### config.mk
export PLATFORM = sky130hd
export DESIGN_NAME = fetch_unit
export DESIGN_NICKNAME = d
export VERILOG_FILES = /design/src/rtl/fetch_unit.sv
export SDC_FILE = /design/constraint.sdc
export NUM_CORES = 1
export LEC_CHECK = 0
export CORE_ASPECT_RATIO = 0.8
export CORE_MARGIN = 2
export CORE_UTILIZATION = 50
export CTS_CLUSTER_DIAMETER = 100
export DETAILED_ROUTE_END_ITERATION = 7
export GPL_TIMING_DRIVEN = 0
export PLACE_DENSITY = 0.8
export SYNTH_ARGS = -nofsm -noshare
export SYNTH_HDL_FRONTEND = slang
export SYNTH_SLANG_ARGS = --single-unit
### constraint.sdc
create_clock -name clk -period 6.83 [get_ports clk]
set_clock_uncertainty 0.15 [all_clocks]
set_input_delay 1.366 -clock clk [delete_from_list [all_inputs] [get_ports clk]]
set_output_delay 1.366 -clock clk [all_outputs]
set_load 0.03 [all_outputs]
### src/rtl/fetch_unit.sv
// Instruction fetch stage: owns the PC, issues in-order imem requests, buffers words for decode.
// Optional MISALIGN_TRAP_EN: a misaligned redirect sets a sticky error and halts fetch.
module fetch_unit #(
    parameter int unsigned     XLEN       = 32,
    parameter logic [XLEN-1:0] RESET_PC   = '0,
    parameter int unsigned     FIFO_DEPTH = 2
) (
    input  logic            clk,
    input  logic            rst,
    input  logic            pc_src,
    input  logic [XLEN-1:0] pc_target,
    output logic            imem_req_valid,
    input  logic            imem_req_ready,
    output logic [XLEN-1:0] imem_req_addr,
    input  logic            imem_rsp_valid,
    input  logic [31:0]     imem_rsp_data,
    output logic            instr_valid,
    input  logic            instr_ready,
    output logic [31:0]     instr,
    output logic [XLEN-1:0] instr_pc,
    output logic [XLEN-1:0] instr_pc_plus4,
    output logic [6:0]      op,
    output logic [2:0]      funct3,
    output logic [6:0]      funct7,
    output logic            misaligned_err
);
    localparam int unsigned PTR_W = $clog2(FIFO_DEPTH);
    localparam int unsigned CNT_W = $clog2(FIFO_DEPTH) + 1;
    localparam logic [31:0] NOP   = 32'h0000_0013;

    logic [XLEN-1:0]  fetch_pc_q, fetch_pc_d;
    logic [XLEN-1:0]  rsp_pc_q, rsp_pc_d;
    logic [PTR_W-1:0] wr_ptr_q, wr_ptr_d;
    logic [PTR_W-1:0] rd_ptr_q, rd_ptr_d;
    logic [CNT_W-1:0] count_q, count_d;
    logic [CNT_W-1:0] outst_q, outst_d;
    logic [CNT_W-1:0] discard_q, discard_d;
    logic [31:0]      data_mem [FIFO_DEPTH];
    logic [XLEN-1:0]  pc_mem   [FIFO_DEPTH];

    logic             running;
    logic [CNT_W:0]   in_flight;
    logic             req_fire;
    logic             push;
    logic             pop;
    logic             unused_low_bits;

`ifdef MISALIGN_TRAP_EN
    typedef enum logic {RUN, HALT} state_e;
    state_e state_q, state_d;
    logic   err_q, err_d;

    always_comb begin
        state_d = state_q;
        err_d   = err_q;
        if (pc_src && (pc_target[1:0] != 2'b00)) begin
            state_d = HALT;
            err_d   = 1'b1;
        end
    end

    always_ff @(posedge clk) begin
        if (rst) begin
            state_q <= RUN;
            err_q   <= 1'b0;
        end else begin
            state_q <= state_d;
            err_q   <= err_d;
        end
    end

    assign running        = (state_q == RUN);
    assign misaligned_err = err_q;
`else
    assign running        = 1'b1;
    assign misaligned_err = 1'b0;
`endif
    assign unused_low_bits = ^pc_target[1:0];

    // Credits cover both in-flight requests and buffered words, so a response always has a slot.
    assign in_flight      = {1'b0, outst_q} + {1'b0, count_q};
    assign imem_req_valid = running && !rst && (in_flight < (CNT_W+1)'(FIFO_DEPTH));
    assign imem_req_addr  = fetch_pc_q;
    assign req_fire       = imem_req_valid && imem_req_ready;

    assign instr_valid = (count_q != '0) && !rst;
    assign pop         = instr_valid && instr_ready && !pc_src;
    assign push        = imem_rsp_valid && !pc_src && (discard_q == '0) && running;

    always_comb begin
        // NOTE: every next-state signal gets a default first so no path can infer a latch.
        fetch_pc_d = fetch_pc_q;
        rsp_pc_d   = rsp_pc_q;
        wr_ptr_d   = wr_ptr_q;
        rd_ptr_d   = rd_ptr_q;
        count_d    = count_q;
        discard_d  = discard_q;
        outst_d    = outst_q + CNT_W'(req_fire) - CNT_W'(imem_rsp_valid);

        if (req_fire)
            fetch_pc_d = fetch_pc_q + XLEN'(4);

        if (pc_src) begin
            fetch_pc_d = {pc_target[XLEN-1:2], 2'b00};
            rsp_pc_d   = {pc_target[XLEN-1:2], 2'b00};
            wr_ptr_d   = '0;
            rd_ptr_d   = '0;
            count_d    = '0;
            // Pending discards are already part of outstanding, so every request still
            // in flight after this edge is stale.
            discard_d  = outst_d;
        end else begin
            if (imem_rsp_valid && (discard_q != '0))
                discard_d = discard_q - CNT_W'(1);
            if (push) begin
                wr_ptr_d = wr_ptr_q + PTR_W'(1);
                rsp_pc_d = rsp_pc_q + XLEN'(4);
            end
            if (pop)
                rd_ptr_d = rd_ptr_q + PTR_W'(1);
            count_d = count_q + CNT_W'(push) - CNT_W'(pop);
        end
    end

    // NOTE: state registers use non-blocking assignments so all flops update from pre-edge values.
    always_ff @(posedge clk) begin
        if (rst) begin
            fetch_pc_q <= RESET_PC;
            rsp_pc_q   <= RESET_PC;
            wr_ptr_q   <= '0;
            rd_ptr_q   <= '0;
            count_q    <= '0;
            outst_q    <= '0;
            discard_q  <= '0;
        end else begin
            fetch_pc_q <= fetch_pc_d;
            rsp_pc_q   <= rsp_pc_d;
            wr_ptr_q   <= wr_ptr_d;
            rd_ptr_q   <= rd_ptr_d;
            count_q    <= count_d;
            outst_q    <= outst_d;
            discard_q  <= discard_d;
        end
    end

    // NOTE: buffer storage is not reset; count_q alone decides which entries are meaningful.
    always_ff @(posedge clk) begin
        if (push) begin
            data_mem[wr_ptr_q] <= imem_rsp_data;
            pc_mem[wr_ptr_q]   <= rsp_pc_q;
        end
    end

    assign instr          = instr_valid ? data_mem[rd_ptr_q] : NOP;
    assign instr_pc       = instr_valid ? pc_mem[rd_ptr_q] : '0;
    assign instr_pc_plus4 = instr_pc + XLEN'(4);
    assign op             = instr[6:0];
    assign funct3         = instr[14:12];
    assign funct7         = instr[31:25];

endmodule

==> results of run 1 <==
-- final timing paths --
path	cells after the start	startpoint	slack, ns	endpoint
setup / recovery	14	rst	0.37	instr_pc_plus4[22]
hold / removal	0	rsp_pc_q[31]$_SDFFE_PP0P_	0.35	pc_mem[1][31]$_DFFE_PP_
setup reg to reg	8	count_q[0]$_SDFF_PP0_	3.79	imem_req_addr[31]$_SDFFE_PP0P_
hold reg to reg	0	rsp_pc_q[31]$_SDFFE_PP0P_	0.35	pc_mem[1][31]$_DFFE_PP_
-- through the flow --
| stage | hold slack [ns] | setup WS [ns] | std cells | TNS [ns] | util (%) |
|---|---|---|---|---|---|
| final | 0.349 | 0.373 | 1294 | 0 | 68.0 |
| after global routing | 0.355 | 0.0929 | 1294 | 0 | 68.0 |
| after CTS | 0.342 | 0.124 | 1292 | 0 | 67.9 |
| after detailed placement | 0.326 | -0.0721 | 1260 | -0.0834 | 64.5 |
| after global placement | 0.314 | -0.382 | 1258 | -46.33 | 64.2 |
| after floorplan | 0.299 | 0.640 | 821 | 0 | - |
-- per-layer routing --
metal  vias to the layer above  GRT usage (%)  part of all wire, %
met1                      3374           32.8                   44
met3                        42           7.21                  8.9
met5                         -              0                    0
li1                       3376              -                    -
met2                       337           38.2                   45
met4                         0           7.77                  2.1
-- area by class of cell --
type                    count  area (um^2)  area share, %
flip-flops and latches    193         5100           41.5
multi-input cells         529         3660           29.7
repair buffers            211         2120           17.2
clock buffers              21          492           3.99
plain buffers              58          357           2.90
well taps                 230          288           2.34
inverters                  41          154           1.25
clock inverters            11          135           1.10
-- synthesized netlist by cell type, drive strengths merged (3+ instances only) --
cell / number / area share, %
edfxtp: 124 / 40
mux2i: 61 / 6.6
nand2: 34 / 1.4
and2: 4 / 0.27
dfxtp: 69 / 15
nor4: 15 / 1.4
nand4: 32 / 2.2
clkbuf: 15 / 0.61
xnor2: 22 / 2.1
buf: 43 / 3.3
o21bai: 3 / 0.37
ha: 8 / 1.1
nand3: 34 / 2.0
a21oi: 33 / 1.8
mux2: 4 / 0.49
nor3b: 4 / 0.38
xor2: 63 / 6.0
nor2: 82 / 3.4
o31a: 6 / 0.57
and3: 11 / 0.74
inv: 41 / 1.7
a21boi: 42 / 3.4
nand3b: 9 / 0.73
and4: 6 / 0.57
o21a: 6 / 0.49
nor3: 23 / 1.3
a211oi: 3 / 0.24
-- cells by family after synthesis --
family / Yosys count
mux: 65
compound gates: 104
buf+inv: 99
xor+xnor: 85
fa+ha+maj: 9
other cells: 1
flops: 193
simple gates: 259
-- power groups by stage --
stage | combinational [mW] | sequential [mW] | clock, mW
after floorplan | 0.202 | 1.41 | 0
after global routing | 0.404 | 1.39 | 1.09
final | 0.376 | 1.38 | 1.04
after CTS | 0.376 | 1.38 | 1.05
after global placement | 0.360 | 1.40 | 0
after detailed placement | 0.373 | 1.40 | 0
-- what timing repair did --
action | in CTS | in global routing
pin swaps | 0 | 1
endpoints found under the setup margin | 3 | 5
resized for setup | 3 | 0
setup buffers | 0 | 2
-- worst max-delay path: cells and delay by family --
| kind | cells | cell delay [ns] |
|---|---|---|
| AO/OA/AOI/OAI | 1 | 0.26 |
| AND/OR/NAND/NOR | 4 | 0.99 |
| adder cells (fa/ha/maj) | 1 | 0.17 |
| XOR/XNOR | 1 | 0.23 |
| buffers and inverters | 7 | 1.92 |
-- sequential cells by signal, summed over array words and instances (netlist names), named ones only --
name	flops
wr_ptr_q	1
count_q	2
rsp_pc_q	30
data_mem	64
outst_q	2
discard_q	2
pc_mem	60
imem_req_addr	30
rd_ptr_q	1
==> summary by stage, run 1 <==
GRT
The number of antenna violations at the first check in global routing is 0. The wire length of the first global-routing pass is 36.8 mm. The pin count of the biggest net entering global routing is 34.

The number of global-route vias before repair is 6905. Global routing used 24.4% of the available tracks across all layers. For this run the aggregate overflow at the end of global routing stands at 0.

STA
The worst pin sits at a relative slew slack of 41.0%. At the pin with the least slew margin, the transition time is 0.883 ns. Setup repair after global routing left no endpoint under its margin. The number of pins exceeding their max-slew limit in the final report came to 0. Setup violations remaining at the end of the flow were counted as 0. The number of failing hold endpoints at the final stage is 0. In the finished design, the share of the clock period the worst path needs comes to 94.5%. The minimum clock period is 6.46 ns. The maximum frequency from static timing analysis is 155 MHz.

Floorplan
The number of primary I/O pins is 218. The die extent in x is 156 um. In this run the standard cell core region covers 18100 um^2. The row count is 44.

In this run the vertical extent of the chip is 126 um. The initial utilization of the core area, before any placement, comes to 51.0%. The die covers 19600 um^2.

Synth
The gate count of the mapped netlist is 815. The simple-gate share of the synthesized area is 15.0%. The sequential area share after synthesis is 55.3%.

The fraction of registers with async set or reset after synthesis is 0%. In this run the mean area of a mapped cell was 11.3 um^2. The number of warnings reported in the yosys synthesis log is 0. Summing every instance area after synthesis gives 9240 um^2. The number of enable flip-flop cells after synthesis is 124. The multiplexer share of the synthesized area is 7.10%. Counting flops and latches in the post-synthesis netlist gives 193. The xor and xnor area share after synthesis is 8.06%. The dominant combinational cell family by area after synthesis is simple AND/OR/NAND/NOR gates. Summing the areas of all compound-gate instances in the mapped netlist gives 7.75% of the synthesized area.

The synthesized-area fraction occupied by adder cells is 1.30%. The distinct cell type count after synthesis is 55. For this run, the leading register cell type out of synthesis is sky130_fd_sc_hd__edfxtp_1.

Drt
For this block, the routed nets add up to 23.9 mm of wire. The count of antenna-violating nets left after detailed routing is 0. The routed layout has 7129 vias.

The pre-antenna-repair detailed-routing pass consisted of 5 iterations. After detailed routing, the number of vias per cell comes to 5.51. In this run, the number of DRC markers left after iteration 0 of detailed routing was 498. In the routed design, unresolved DRC markers number 0. The wire length per cell after detailed routing is 18.4 um.

Layout
The area added between synthesis and finish is 33.3%. The share of cells above drive strength 1 is 8.83%. The leading cell type in the layout, fill and taps excluded is sky130_fd_sc_hd__clkdlybuf4s50_1. In the layout the commonest cells are sky130_fd_sc_hd__clkdlybuf4s50_1 (204), sky130_fd_sc_hd__edfxtp_1 (124), sky130_fd_sc_hd__nor2_1 (76), sky130_fd_sc_hd__dfxtp_1 (69), sky130_fd_sc_hd__xor2_1 (63). The antenna diode count is 0. The count of filler cells inserted in the layout is 1340. The finished cells cover 12300 um^2. The number of nets in the finished design is 1130.

Setup path
By instance count, the cell type seen most on the critical path is sky130_fd_sc_hd__buf_6. The data required time at the worst endpoint is 5.31 ns. The largest stage delay on the critical path is 0.71 ns. The arrival time reported for the critical path endpoint is 4.94 ns. STA classifies the critical path endpoint as a primary output. On the critical path, the stage with the largest delay is an instance of sky130_fd_sc_hd__clkdlybuf4s50_1. The worst setup path is launched from an input pin.

The class of the most critical setup path is input pin to primary output. The critical path goes through buf_6, o21bai_4, buf_6, buf_2, buf_1, clkbuf_1, nor2_1, ha_1, inv_1, nor4_4, nand3_4, nor3b_1, xor2_1, clkdlybuf4s50_1. In this run the worst path has a maximum fanout of 10.

Place
In this run the cell area measured after placement is 11700 um^2. The final estimated routing congestion in global placement is 0.916. Detailed placement ended at an HPWL of 17.7 mm.

In this run the tool buffered the top-level ports with 207 buffer cells.

Pwr
The overall power consumption is 2.80 mW. The power density normalized to cell area is 227 nW/um^2. The analysis attributes to cell leakage a power of 4.42 nW. Combinational logic burns 13.4% of the power. The net switching power of the design is 0.701 mW.

The proportion of power drawn by the clock network is 37.3%. The switching power share of the total is 25.0%. The largest voltage drop on the vdd net is 0.138 mV. Sequential cells burn 49.3% of the power. The internal portion of the total power is 2.10 mW.

Job
The number of violations of the max-capacitance limit is 0.

Clock tree
The H-tree generated during clock tree synthesis spans 4 levels. After clock tree synthesis, the flow added hold-fix buffers numbering 0. TritonCTS built the clock tree. The post-CTS clock slew at the launch and capture registers of the worst setup and hold paths is 0.07 ns. In this run, CTS created clock tree buffers numbering 17. The longest clock path from root to sink contains 2 buffers. The root buffer cell chosen for the clock tree is sky130_fd_sc_hd__clkbuf_16. The clock latency of the later-clocked register in the worst-skew pair is 0.43 ns. The clock sink total is 193.

Status
The run finished with clean final reports.

Hold path
The class of the worst hold path is register to register.
No activity file was read; power rests on OpenSTA's default activity.
==> run 2, diff against run 1 <==
--- a/config.mk
+++ b/config.mk
@@ -11,7 +11,8 @@
 export CTS_CLUSTER_DIAMETER = 100
 export DETAILED_ROUTE_END_ITERATION = 7
 export GPL_TIMING_DRIVEN = 0
-export PLACE_DENSITY = 0.8
+export PLACE_DENSITY = 0.88
 export SYNTH_ARGS = -nofsm -noshare
 export SYNTH_HDL_FRONTEND = slang
 export SYNTH_SLANG_ARGS = --single-unit
+export TNS_END_PERCENT = 10
==> run 2 against run 1 <==
  * Wire length barely moved
  * Non-clock buffer count rose by 1
  * Sequential power barely moved
  * Design area did not move
  * Die area did not move
  * Clock power barely moved
  * Power barely moved
  * Setup slack got worse by 0.094 ns
  * Via count rose by 1.3%
  * Flip-flop and latch count did not move
  * Register-to-register slack got worse by 0.06 ns
  * Global-route usage fell by 0.060 points
  * Critical path type unchanged
  * Highest routed layer unchanged
==> summary by stage, run 2 (synthesized netlist as in run 1, its figures left out) <==
Status
Result of the run: finished clean (unchanged).

Layout
Top Registers: data_mem x64, pc_mem x60 (unchanged). Commonest cells after routing, fill and taps aside: sky130_fd_sc_hd__clkdlybuf4s50_1 (206), sky130_fd_sc_hd__edfxtp_1 (124), sky130_fd_sc_hd__nor2_1 (76), sky130_fd_sc_hd__dfxtp_1 (69), sky130_fd_sc_hd__xor2_1 (63) (was sky130_fd_sc_hd__clkdlybuf4s50_1 (204), sky130_fd_sc_hd__edfxtp_1 (124), sky130_fd_sc_hd__nor2_1 (76), sky130_fd_sc_hd__dfxtp_1 (69), sky130_fd_sc_hd__xor2_1 (63)). The antenna diode count is 0 (unchanged).

The count of non-filler cells in the finished layout was 1295 (was 1294). The area added between synthesis and finish is 33.3% (unchanged). The leading cell type in the layout, fill and taps excluded is sky130_fd_sc_hd__clkdlybuf4s50_1 (unchanged). The register ranked first by flip-flop count is data_mem (unchanged). The share of cells above drive strength 1 was 8.83% (about the same). The number of flip-flops under the largest register name came to 64 (unchanged). The number of nets in the finished design is 1131 (was 1130).

Clock tree
The maximum buffer depth of the clock tree is 2 (unchanged). The clock tree from TritonCTS is done (unchanged). The number of levels the H-tree was split into was 4 (unchanged). The clock sink total was 193 (unchanged). The root buffer cell is sky130_fd_sc_hd__clkbuf_16 (unchanged). The TritonCTS buffer count was 17 (unchanged). The post-CTS clock slew at the launch and capture registers of the worst setup and hold paths is 0.06 ns (was 0.07 ns). The clock latency of the later-clocked register in the worst-skew pair is 0.43 ns (about the same). The number of buffers added to fix hold violations after cts came to 0 (unchanged).

Hold path
The class of the worst hold path is register to register (unchanged).

GRT
The remaining global-route overflow is 0 (unchanged). The global-route usage over all layers is 24.4% (about the same). The number of antenna violations at the first check in global routing is 0 (unchanged). The number of global-route vias before repair is 6903 (was 6905). The pin count of the biggest net entering global routing was 34 (unchanged).

The wire length of the first global-routing pass is 37.0 mm (was 36.8 mm).

Place
The HPWL reported at the end of detailed placement is 17.7 mm (about the same). The number of port buffers came to 207 (unchanged). The final estimated routing congestion in global placement is 0.906 (was 0.916). The worst-case setup slack after placement is -0.0432 ns (was -0.0721 ns).

The placed instance count is 1260 (unchanged).

STA
The worst hold margin is 0.356 ns (was 0.349 ns). The post-route clock period utilization is 95.9% (was 94.5%). The maximum frequency from static timing analysis was 153 MHz (was 155 MHz). The worst path setup slack after routing was 0.280 ns (was 0.373 ns).

The number of pins exceeding their max-slew limit in the final report was 0 (unchanged). RSZ-0062 raised after global routing: false (unchanged). The number of failing hold endpoints at the final stage is 0 (unchanged). The actual slew at the worst max-slew pin came to 0.916 ns (was 0.883 ns). The max-slew headroom at the worst pin was 38.8% (was 41.0%). The setup-violating endpoint count in the final report was 0 (unchanged).

The minimum clock period came to 6.55 ns (was 6.46 ns).

Setup path
The worst reg-to-reg setup slack is 3.73 ns (was 3.79 ns). The timing startpoint of the critical path is rst (unchanged). The origin of the critical flop-to-flop path is count_q[0]$_SDFF_PP0_ (unchanged). The arrival time reported for the critical path endpoint is 5.03 ns (was 4.94 ns). The data required time at the worst endpoint is 5.31 ns (about the same). The top fanout value on the critical path came to 10 (unchanged). The capture instance of the worst register-to-register path is imem_req_addr[31]$_SDFFE_PP0P_ (unchanged).

The end of the critical path is instr_pc_plus4[28] (was instr_pc_plus4[22]). The cell depth of the worst flop-to-flop path is 8 (unchanged). The endpoint class of the critical path is a primary output (unchanged). The startpoint class of the critical path is an input pin (unchanged). The class of the most critical setup path is input pin to primary output (unchanged).

Floorplan
The starting utilization of the core area came to 51.0% (unchanged). The vertical extent of the die is 126 um (unchanged). The number of primary I/O pins is 218 (unchanged). The die extent in x is 156 um (unchanged). The area of the core is 18100 um^2 (unchanged). The area of the die is 19600 um^2 (unchanged). The row count is 44 (unchanged).

Drt
The number of vias per cell after detailed routing is 5.58 (was 5.51). The DRC violations left came to 0 (unchanged). The wire length per cell after detailed routing came to 18.4 um (about the same). The first-pass iteration count of the detailed router is 5 (unchanged).

The sum of routed wire length over all layers is 23.9 mm (about the same). The count of antenna-violating nets left after detailed routing is 0 (unchanged). The number of design-rule violations left by the first detailed-router iteration is 633 (was 498). The via count came to 7225 (was 7129).

Pwr
The overall power consumption came to 2.80 mW (about the same). The static leakage is 4.40 nW (was 4.42 nW). The largest voltage drop on the vdd net is 0.162 mV (was 0.138 mV). The power density normalized to cell area came to 227 nW/um^2 (about the same).

Job
The number of violations of the max-capacitance limit is 0 (unchanged).
[run 2: changes by cell type in the layout (fill, tap and decap cells not counted), moves of 2 or more]
cell,change
sky130_fd_sc_hd__inv_6,-2
sky130_fd_sc_hd__clkdlybuf4s50_1,+2
sky130_fd_sc_hd__inv_4,-2
sky130_fd_sc_hd__clkbuf_8,-3
sky130_fd_sc_hd__clkinv_2,+2
sky130_fd_sc_hd__dlygate4sd2_1,-2
sky130_fd_sc_hd__bufinv_16,+2
[run 2: what timing repair did]
action | CTS | global route
pin swaps | 0 | 1
hold endpoints to repair | 0 | 0
setup buffers | 0 | 3
endpoints found under the setup margin | 3 | 5
gates resized for setup | 2 | 0
[run 2: final cells by class]
| class | count | area, um^2 |
|---|---|---|
| plain buffers | 58 | 358 |
| fillers | 1309 | 5800 |
| flip-flops and latches | 193 | 5100 |
| clock inverters | 14 | 186 |
| multi-input cells | 529 | 3660 |
| well taps | 230 | 288 |
| clock buffers | 18 | 429 |
| inverters | 41 | 154 |
| repair buffers | 212 | 2130 |
[run 2: power breakdown]
group | internal (mW) | switching [mW] | leakage (nW) | total (mW)
combinational | 0.163 | 0.215 | 2.38 | 0.378
clock | 0.613 | 0.428 | 0.303 | 1.04
sequential | 1.32 | 0.0557 | 1.71 | 1.38
[run 2: worst min path at each step]
stage	startpoint	endpoint	slack [ns]	depth (start not counted)
2_1_floorplan	rsp_pc_q[31]$_SDFFE_PP0P_	pc_mem[0][31]$_DFFE_PP_	0.30	0
3_3_place_gp	rsp_pc_q[31]$_SDFFE_PP0P_	pc_mem[0][31]$_DFFE_PP_	0.32	0
3_5_place_dp	rsp_pc_q[31]$_SDFFE_PP0P_	pc_mem[1][31]$_DFFE_PP_	0.34	0
4_1_cts	rsp_pc_q[31]$_SDFFE_PP0P_	pc_mem[0][31]$_DFFE_PP_	0.35	0
5_1_grt	rsp_pc_q[31]$_SDFFE_PP0P_	pc_mem[0][31]$_DFFE_PP_	0.38	0
6_report	rsp_pc_q[31]$_SDFFE_PP0P_	pc_mem[1][31]$_DFFE_PP_	0.36	0
[run 2: critical path, stage by stage]
cell	delay [ns]
sky130_fd_sc_hd__buf_6	0.13
sky130_fd_sc_hd__o21bai_4	0.26
sky130_fd_sc_hd__buf_6	0.20
sky130_fd_sc_hd__buf_2	0.19
sky130_fd_sc_hd__buf_1	0.28
sky130_fd_sc_hd__clkbuf_2	0.30
sky130_fd_sc_hd__nor2_1	0.24
sky130_fd_sc_hd__ha_1	0.18
sky130_fd_sc_hd__inv_1	0.09
sky130_fd_sc_hd__nor4_4	0.14
sky130_fd_sc_hd__buf_4	0.19
sky130_fd_sc_hd__nand3_4	0.14
sky130_fd_sc_hd__nor4_1	0.43
sky130_fd_sc_hd__xor2_1	0.18
sky130_fd_sc_hd__clkdlybuf4s50_1	0.70
[run 2: stage by stage]
| stage | setup TNS, ns | util (%) | instance area, um^2 |
|---|---|---|---|
| 2_1_floorplan | 0 | - | 9260 |
| 3_3_place_gp | -48.06 | 64.2 | 11600 |
| 3_5_place_dp | -0.0432 | 64.5 | 11700 |
| 4_1_cts | 0 | 67.9 | 12300 |
| 5_1_grt | 0 | 68.0 | 12300 |
| 6_report | 0 | 68.0 | 12300 |
[run 2: metal layers]
metal / GRT usage [%] / part of all wire [%] / vias up / wire [um]
met4: 6.21 / 1.5 / 0 / 360
met1: 34.0 / 43 / 3404 / 10300
met2: 37.7 / 44 / 417 / 10600
li1: - / - / 3375 / -
met5: 0 / 0 / - / 0
met3: 6.76 / 11 / 29 / 2640
